`src/rtl/pqvalue_ntt_ctrl.sv`:
```
// Sequencer for a 256-point in-place NTT / inverse NTT over a single-cycle butterfly.
// Generates coefficient-RAM and twiddle-ROM addresses and steers data between RAM and butterfly.
module pqvalue_ntt_ctrl #(
  parameter int unsigned N    = 256,
  parameter int unsigned LOGN = 8
) (
  input  logic            clk_i,
  input  logic            rst_ni,
  input  logic            start_i,
  input  logic            mode_i,
  input  logic            sel_red_i,
  output logic            busy_o,
  output logic            done_o,
  output logic            rd_en_o,
  output logic [LOGN-1:0] rd_addr_a_o,
  output logic [LOGN-1:0] rd_addr_b_o,
  input  logic [23:0]     rd_data_a_i,
  input  logic [23:0]     rd_data_b_i,
  output logic [LOGN-1:0] tw_addr_o,
  input  logic [22:0]     tw_data_i,
  output logic            wr_en_o,
  output logic [LOGN-1:0] wr_addr_a_o,
  output logic [LOGN-1:0] wr_addr_b_o,
  output logic [23:0]     wr_data_a_o,
  output logic [23:0]     wr_data_b_o,
  output logic [23:0]     bf_a_o,
  output logic [23:0]     bf_b_o,
  output logic [22:0]     bf_twiddle_o,
  output logic            bf_sel_red_o,
  output logic            bf_sel_butterfly_o,
  input  logic [22:0]     bf_a_i,
  input  logic [22:0]     bf_b_i
);

  localparam int unsigned Half = N / 2;

  typedef enum logic [1:0] {StIdle, StRun, StDrain, StDone} state_e;

  state_e          state_q, state_d;
  logic [2:0]      layer_q, layer_d;
  logic [6:0]      cnt_q, cnt_d;
  logic            mode_q, mode_d;
  logic            sel_q, sel_d;
  logic            wr_en_q;
  logic [LOGN-1:0] wr_addr_a_q, wr_addr_b_q;

  logic            last_layer;
  logic [3:0]      shamt;
  logic [LOGN-1:0] len, grp, ofs, j_addr, k_addr;
  logic [LOGN:0]   k_inv;

  assign last_layer = sel_q ? (layer_q == 3'd6) : (layer_q == 3'd7);

  // Span exponent s: forward halves the span each layer, inverse doubles it.
  always_comb begin
    if (!mode_q) begin
      shamt = 4'd7 - {1'b0, layer_q};
    end else if (sel_q) begin
      shamt = {1'b0, layer_q} + 4'd1;
    end else begin
      shamt = {1'b0, layer_q};
    end
    len    = 8'd1 << shamt;
    grp    = {1'b0, cnt_q} >> shamt;
    ofs    = {1'b0, cnt_q} & (len - 8'd1);
    j_addr = (grp << (shamt + 4'd1)) + ofs;
    k_inv  = ((sel_q ? 9'd128 : 9'd256) >> layer_q) - 9'd1 - {1'b0, grp};
    k_addr = mode_q ? k_inv[LOGN-1:0] : ((8'd1 << layer_q) + grp);
  end

  always_comb begin
    state_d = state_q;
    layer_d = layer_q;
    cnt_d   = cnt_q;
    mode_d  = mode_q;
    sel_d   = sel_q;
    case (state_q)
      StIdle: begin
        if (start_i) begin
          mode_d  = mode_i;
          sel_d   = sel_red_i;
          layer_d = 3'd0;
          cnt_d   = 7'd0;
          state_d = StRun;
        end
      end
      StRun: begin
        cnt_d = cnt_q + 7'd1;
        if (cnt_q == 7'(Half - 1)) begin
          state_d = StDrain;
        end
      end
      StDrain: begin
        cnt_d = 7'd0;
        if (last_layer) begin
          state_d = StDone;
        end else begin
          layer_d = layer_q + 3'd1;
          state_d = StRun;
        end
      end
      StDone:  state_d = StIdle;
      default: state_d = StIdle;
    endcase
  end

  always_ff @(posedge clk_i or negedge rst_ni) begin
    if (!rst_ni) begin
      state_q     <= StIdle;
      layer_q     <= 3'd0;
      cnt_q       <= 7'd0;
      mode_q      <= 1'b0;
      sel_q       <= 1'b0;
      wr_en_q     <= 1'b0;
      wr_addr_a_q <= '0;
      wr_addr_b_q <= '0;
    end else begin
      state_q     <= state_d;
      layer_q     <= layer_d;
      cnt_q       <= cnt_d;
      mode_q      <= mode_d;
      sel_q       <= sel_d;
      wr_en_q     <= rd_en_o;
      wr_addr_a_q <= rd_addr_a_o;
      wr_addr_b_q <= rd_addr_b_o;
    end
  end

  assign busy_o             = (state_q != StIdle);
  assign done_o             = (state_q == StDone);
  assign rd_en_o            = (state_q == StRun);
  assign rd_addr_a_o        = rd_en_o ? j_addr : '0;
  assign rd_addr_b_o        = rd_en_o ? (j_addr + len) : '0;
  assign tw_addr_o          = rd_en_o ? k_addr : '0;
  assign bf_sel_red_o       = sel_q;
  assign bf_sel_butterfly_o = mode_q;

  // Data paths are gated by the write-stage valid so stale RAM/ROM data never leaks out.
  assign wr_en_o      = wr_en_q;
  assign wr_addr_a_o  = wr_addr_a_q;
  assign wr_addr_b_o  = wr_addr_b_q;
  assign bf_a_o       = wr_en_q ? rd_data_a_i : '0;
  assign bf_b_o       = wr_en_q ? rd_data_b_i : '0;
  assign bf_twiddle_o = wr_en_q ? tw_data_i : '0;
  assign wr_data_a_o  = wr_en_q ? {1'b0, bf_a_i} : '0;
  assign wr_data_b_o  = wr_en_q ? {1'b0, bf_b_i} : '0;

endmodule

```
`config.mk`:
```
export PLATFORM = sky130hd
export DESIGN_NAME = pqvalue_ntt_ctrl
export DESIGN_NICKNAME = d
export VERILOG_FILES = /design/src/rtl/pqvalue_ntt_ctrl.sv
export SDC_FILE = /design/constraint.sdc
export NUM_CORES = 1
export LEC_CHECK = 0
export CAP_MARGIN = 10
export CORE_MARGIN = 1
export CORE_UTILIZATION = 30
export DETAILED_ROUTE_END_ITERATION = 8
export GPL_ROUTABILITY_DRIVEN = 0
export PLACE_DENSITY_LB_ADDON = 0.05
export SLEW_MARGIN = 40
export SYNTH_ARGS = -nofsm -noshare
export SYNTH_HDL_FRONTEND = slang
export SYNTH_SLANG_ARGS = --single-unit
```
`constraint.sdc`:
```
create_clock -name clk_i -period 5.1 [get_ports clk_i]
set_clock_uncertainty 0.2 [all_clocks]
set_input_delay 0.51 -clock clk_i [delete_from_list [all_inputs] [get_ports clk_i]]
set_output_delay 0.51 -clock clk_i [all_outputs]
set_load 0.02 [all_outputs]
```
==> results.toml <==
[sta]
worst_slew_pin_slew_ns = 0.531
hold_viol = 0
drv_slew = 0
finalCriticalPeriod_ns = 5.53
maxSlewHeadroom_pct = 64.5
setup_viol = 3
clock.fmax_ghz = 0.181
fin_crit_sh_pct = 108
rsz0062_at_grt = "yes"
fin_ws_ns = -0.433

[detailed_routing]
wire_per_inst_um = 19.7
drt-vias-per-instance = 4.96
drtIter0Drc = 279
ant_nets = 0
vias = 5471
drc = 0
dr.pass1.iters = 7
routed_wl_um = 21700

[die]
start_util_pct = 30.7
num_rows = 43
die-area_um2 = 14600
fp.coreArea_um2 = 13800
ios = 287
dieHeight_um = 121
die_w_um = 121

[worst_setup_path]
crit_path_frequent_cell = "ha_4"
cpLargestDelayFamily = "simple AND/OR/NAND/NOR gates"
crit_required_ns = 4.39
crit_path_start_kind = "flip-flop"
criticalPathCategory = "flip-flop to output port"
rr_startpoint = "layer_q[0]"
cp-end-kind = "output port"
crit_start = "layer_q[0]"
cp_cell_sequence = "ha_4 -> ha_4 -> nand3b_1 -> o211ai_1 -> buf_4 -> nor3_4 -> inv_2 -> ha_4 -> nor2b_4 -> inv_2 -> fa_2 -> nor2b_4 -> o21ai_1 -> nand2b_1 -> xor2_1 -> ha_1 -> nand3_1 -> o211ai_1 -> nor4_2 -> nor3_2 -> xnor2_2 -> and3_4 -> nor3_4 -> buf_6"
r2r_slack_ns = 0.42
crit_buf_inv = 4
worstPathArrival_ns = 4.82
r2r_end = "wr_addr_b_o[7]"
worst_path_largest_cell_delay_ns = 0.44
cp_max_fo = 5
cp_slowest_cell = "dfrtp_2"
r2r_cells = 23

[logic_synthesis]
syn_inst = 564
ys_ff_latch = 31
synth-edff-count = 0
synth-compound-area-share_pct = 16.5
yosys.area_share.simple_pct = 36.6
synthArstFlopShare_pct = 100
synth_adder_area_share_pct = 13.4
synth.distinct_cells = 62
synth_seq_area_share_pct = 18.3
synth_top_family_by_area = "simple AND/OR/NAND/NOR gates"
yosysWarningCount = 0
syn_area_per_cell_um2 = 7.52
synth_mux_area_share_pct = 3.77
synth_top_flop_cell = "dfrtp_1"
syn_area_um2 = 4240
synthXorXnorAreaFrac_pct = 4.75

[global_routing]
antenna_found_initial = 1
grt_usage_pct = 28.5
grt_pass1_wl_um = 31200
grt_pass1_vias = 5448
grt_overflow = 0
grt_max_degree = 75

[clocking]
h-tree-depth = 2
clk_latency_ns = 0.28
clock_sinks = 31
cts_root_buf = "clkbuf_16"
cts.path.max_buffers = 2
cts_tree = "yes"
path_clk_slew_ns = 0.05
numCtsBuffers = 5

[final_layout]
final_util_pct = 61.1
final_nets = 1087
drive_above_1_share_pct = 21.6
area_growth_syn_to_layout_pct = 99.3

[hold_path]
worstHoldStart = "state_q[0]"
min_to = "state_q[0]"
hold_class = "flip-flop to flip-flop"
whs_path_depth = 1

[pwr]
p_leak_nw = 3.71
power_mw = 0.853
vdd_drop_max_v = 0.0000773
power_density_nw_per_um2 = 101

[placement]
dp_slack_ns = -0.322
place.detailed.hpwl_um = 17600
portBuffers = 284

[status]
failed_checks = "negative setup slack"
status = "finished, violations left"

[run]
drv_cap = 0
[synth_stat cells, types with 2 or more instances]
| cell | instances | area (um2) |
|---|---|---|
| a211oi_1 | 2 | 15.0 |
| a21boi_0 | 3 | 22.5 |
| a21o_1 | 11 | 82.6 |
| a21oi_1 | 18 | 90.1 |
| a21oi_2 | 2 | 17.5 |
| a22o_1 | 2 | 17.5 |
| a31o_2 | 5 | 43.8 |
| a31oi_1 | 5 | 31.3 |
| a32o_1 | 2 | 20.0 |
| and2_1 | 136 | 851 |
| and3_1 | 6 | 37.5 |
| buf_2 | 4 | 20.0 |
| buf_4 | 5 | 37.5 |
| buf_6 | 2 | 22.5 |
| clkbuf_1 | 25 | 93.8 |
| dfrtp_1 | 31 | 776 |
| fa_1 | 4 | 80.1 |
| ha_1 | 39 | 488 |
| inv_1 | 27 | 101 |
| mux2_2 | 4 | 45.0 |
| mux2i_1 | 10 | 100 |
| nand2_1 | 37 | 139 |
| nand2b_1 | 5 | 31.3 |
| nand3_1 | 9 | 45.0 |
| nand4_1 | 3 | 18.8 |
| nor2_1 | 41 | 154 |
| nor2b_1 | 10 | 62.6 |
| nor3_1 | 17 | 85.1 |
| nor4_1 | 3 | 18.8 |
| o211ai_1 | 2 | 15.0 |
| o21a_1 | 3 | 22.5 |
| o21ai_0 | 30 | 150 |
| o21bai_1 | 3 | 22.5 |
| o22ai_1 | 4 | 25.0 |
| o41a_1 | 2 | 22.5 |
| or2_2 | 3 | 18.8 |
| or3_1 | 3 | 18.8 |
| xnor2_1 | 11 | 96.3 |
| xor2_1 | 12 | 105 |
[layout by cell type (no fill, tap or decap), drive strengths merged, types with 8 or more instances in the layout]
cell,n
inv,27
xnor2,11
nand3,9
nor2b,10
a21o,11
o21ai,30
nor3,18
clkdlybuf4s50,270
nand2,37
xor2,12
and2,136
ha,39
buf,110
dfrtp,31
mux2i,10
clkbuf,8
nor2,42
a21oi,20
[worst register-to-register path, stage by stage, from the launching register on]
cell and delay, ns:
dfrtp_2 0.44, ha_4 0.19, ha_4 0.28, nand3b_1 0.13, o211ai_1 0.17, buf_4 0.19
nor3_4 0.22, inv_2 0.07, ha_4 0.22, nor2b_4 0.12, inv_2 0.05, fa_2 0.41
nor2b_4 0.11, o21ai_1 0.07, nand2b_1 0.12, xor2_1 0.10, ha_1 0.34, nand3_1 0.09
o211ai_1 0.25, nor4_2 0.07, nor3_2 0.22, xnor2_2 0.14, and3_4 0.21, nor3_4 0.18
[worst max path at each step]
stage                          end  slack [ns]  depth (start not counted)
floorplan           rd_addr_b_o[7]       -0.04                         25
global placement    rd_addr_b_o[7]       -0.24                         23
detailed placement  rd_addr_b_o[7]       -0.32                         24
CTS                 rd_addr_b_o[7]       -0.47                         24
global route        rd_addr_b_o[7]       -0.74                         24
finish              rd_addr_b_o[7]       -0.43                         24
[sequential cells by signal (all words and copies together), names as in the netlist]
name / cells
state_q: 2
bf_sel_red_o: 1
wr_addr_a_o: 8
cnt_q: 7
wr_addr_b_o: 8
wr_en_o: 1
layer_q: 3
bf_sel_butterfly_o: 1
[kinds of logic (layout without fill, tap and decap cells)]
family | after synthesis | in the layout
other | 1 | 3
muxes | 15 | 15
and+or+nand+nor | 282 | 282
xor gates and xnor gates | 23 | 23
adders and majority gates | 43 | 43
AOI/OAI and AO/OA | 104 | 104
buffers and inverters | 65 | 423
DFF | 31 | 31
[power by group]
| part | leakage (nW) | switching, mW | total (mW) | internal, mW |
|---|---|---|---|---|
| clock | 0.0679 | 0.113 | 0.293 | 0.180 |
| sequential | 0.353 | 0 | 0.246 | 0.246 |
| combinational | 3.29 | 0.130 | 0.314 | 0.185 |
[metrics by stage]
step	instance area, um2	hold WS (ns)	instances	setup TNS, ns
after detailed placement	7820	0.362	1071	-0.986
after CTS	8130	0.112	1092	-0.568
after floorplan	4370	0.0144	565	-0.0410
final	8450	0.376	1104	-0.485
after global routing	8450	0.439	1104	-1.58
after global placement	7820	0.359	1071	-0.630
[layout make-up]
| cell class | count | area [um2] |
|---|---|---|
| fill | 1179 | 5370 |
| timing repair buffer | 387 | 3650 |
| sequential | 31 | 781 |
| tap | 180 | 225 |
| antenna | 1 | 2.50 |
| clock buffer | 7 | 133 |
| clock inverter | 1 | 5.00 |
| inverter | 28 | 105 |
| multi-input combinational | 469 | 3550 |
[layer usage]
| metal | vias up | GRT usage (%) | routed length (um) |
|---|---|---|---|
| met4 | 0 | 9.57 | 624 |
| met3 | 40 | 7.75 | 1870 |
| li1 | 2615 | - | - |
| met2 | 224 | 48.5 | 10500 |
| met1 | 2592 | 34.4 | 8700 |
| met5 | - | 0 | 0 |
[what timing repair did]
action / 4_1_cts / 5_1_grt
setup endpoints to repair: 10 / 14
buffers inserted: 14 / 11
resized for setup: 46 / 55
endpoints found under the hold margin: 0 / 9
gates cloned: 0 / 0
hold buffers: 0 / 1
pin swaps: 25 / 46
No activity file was read; power rests on OpenSTA's default activity.
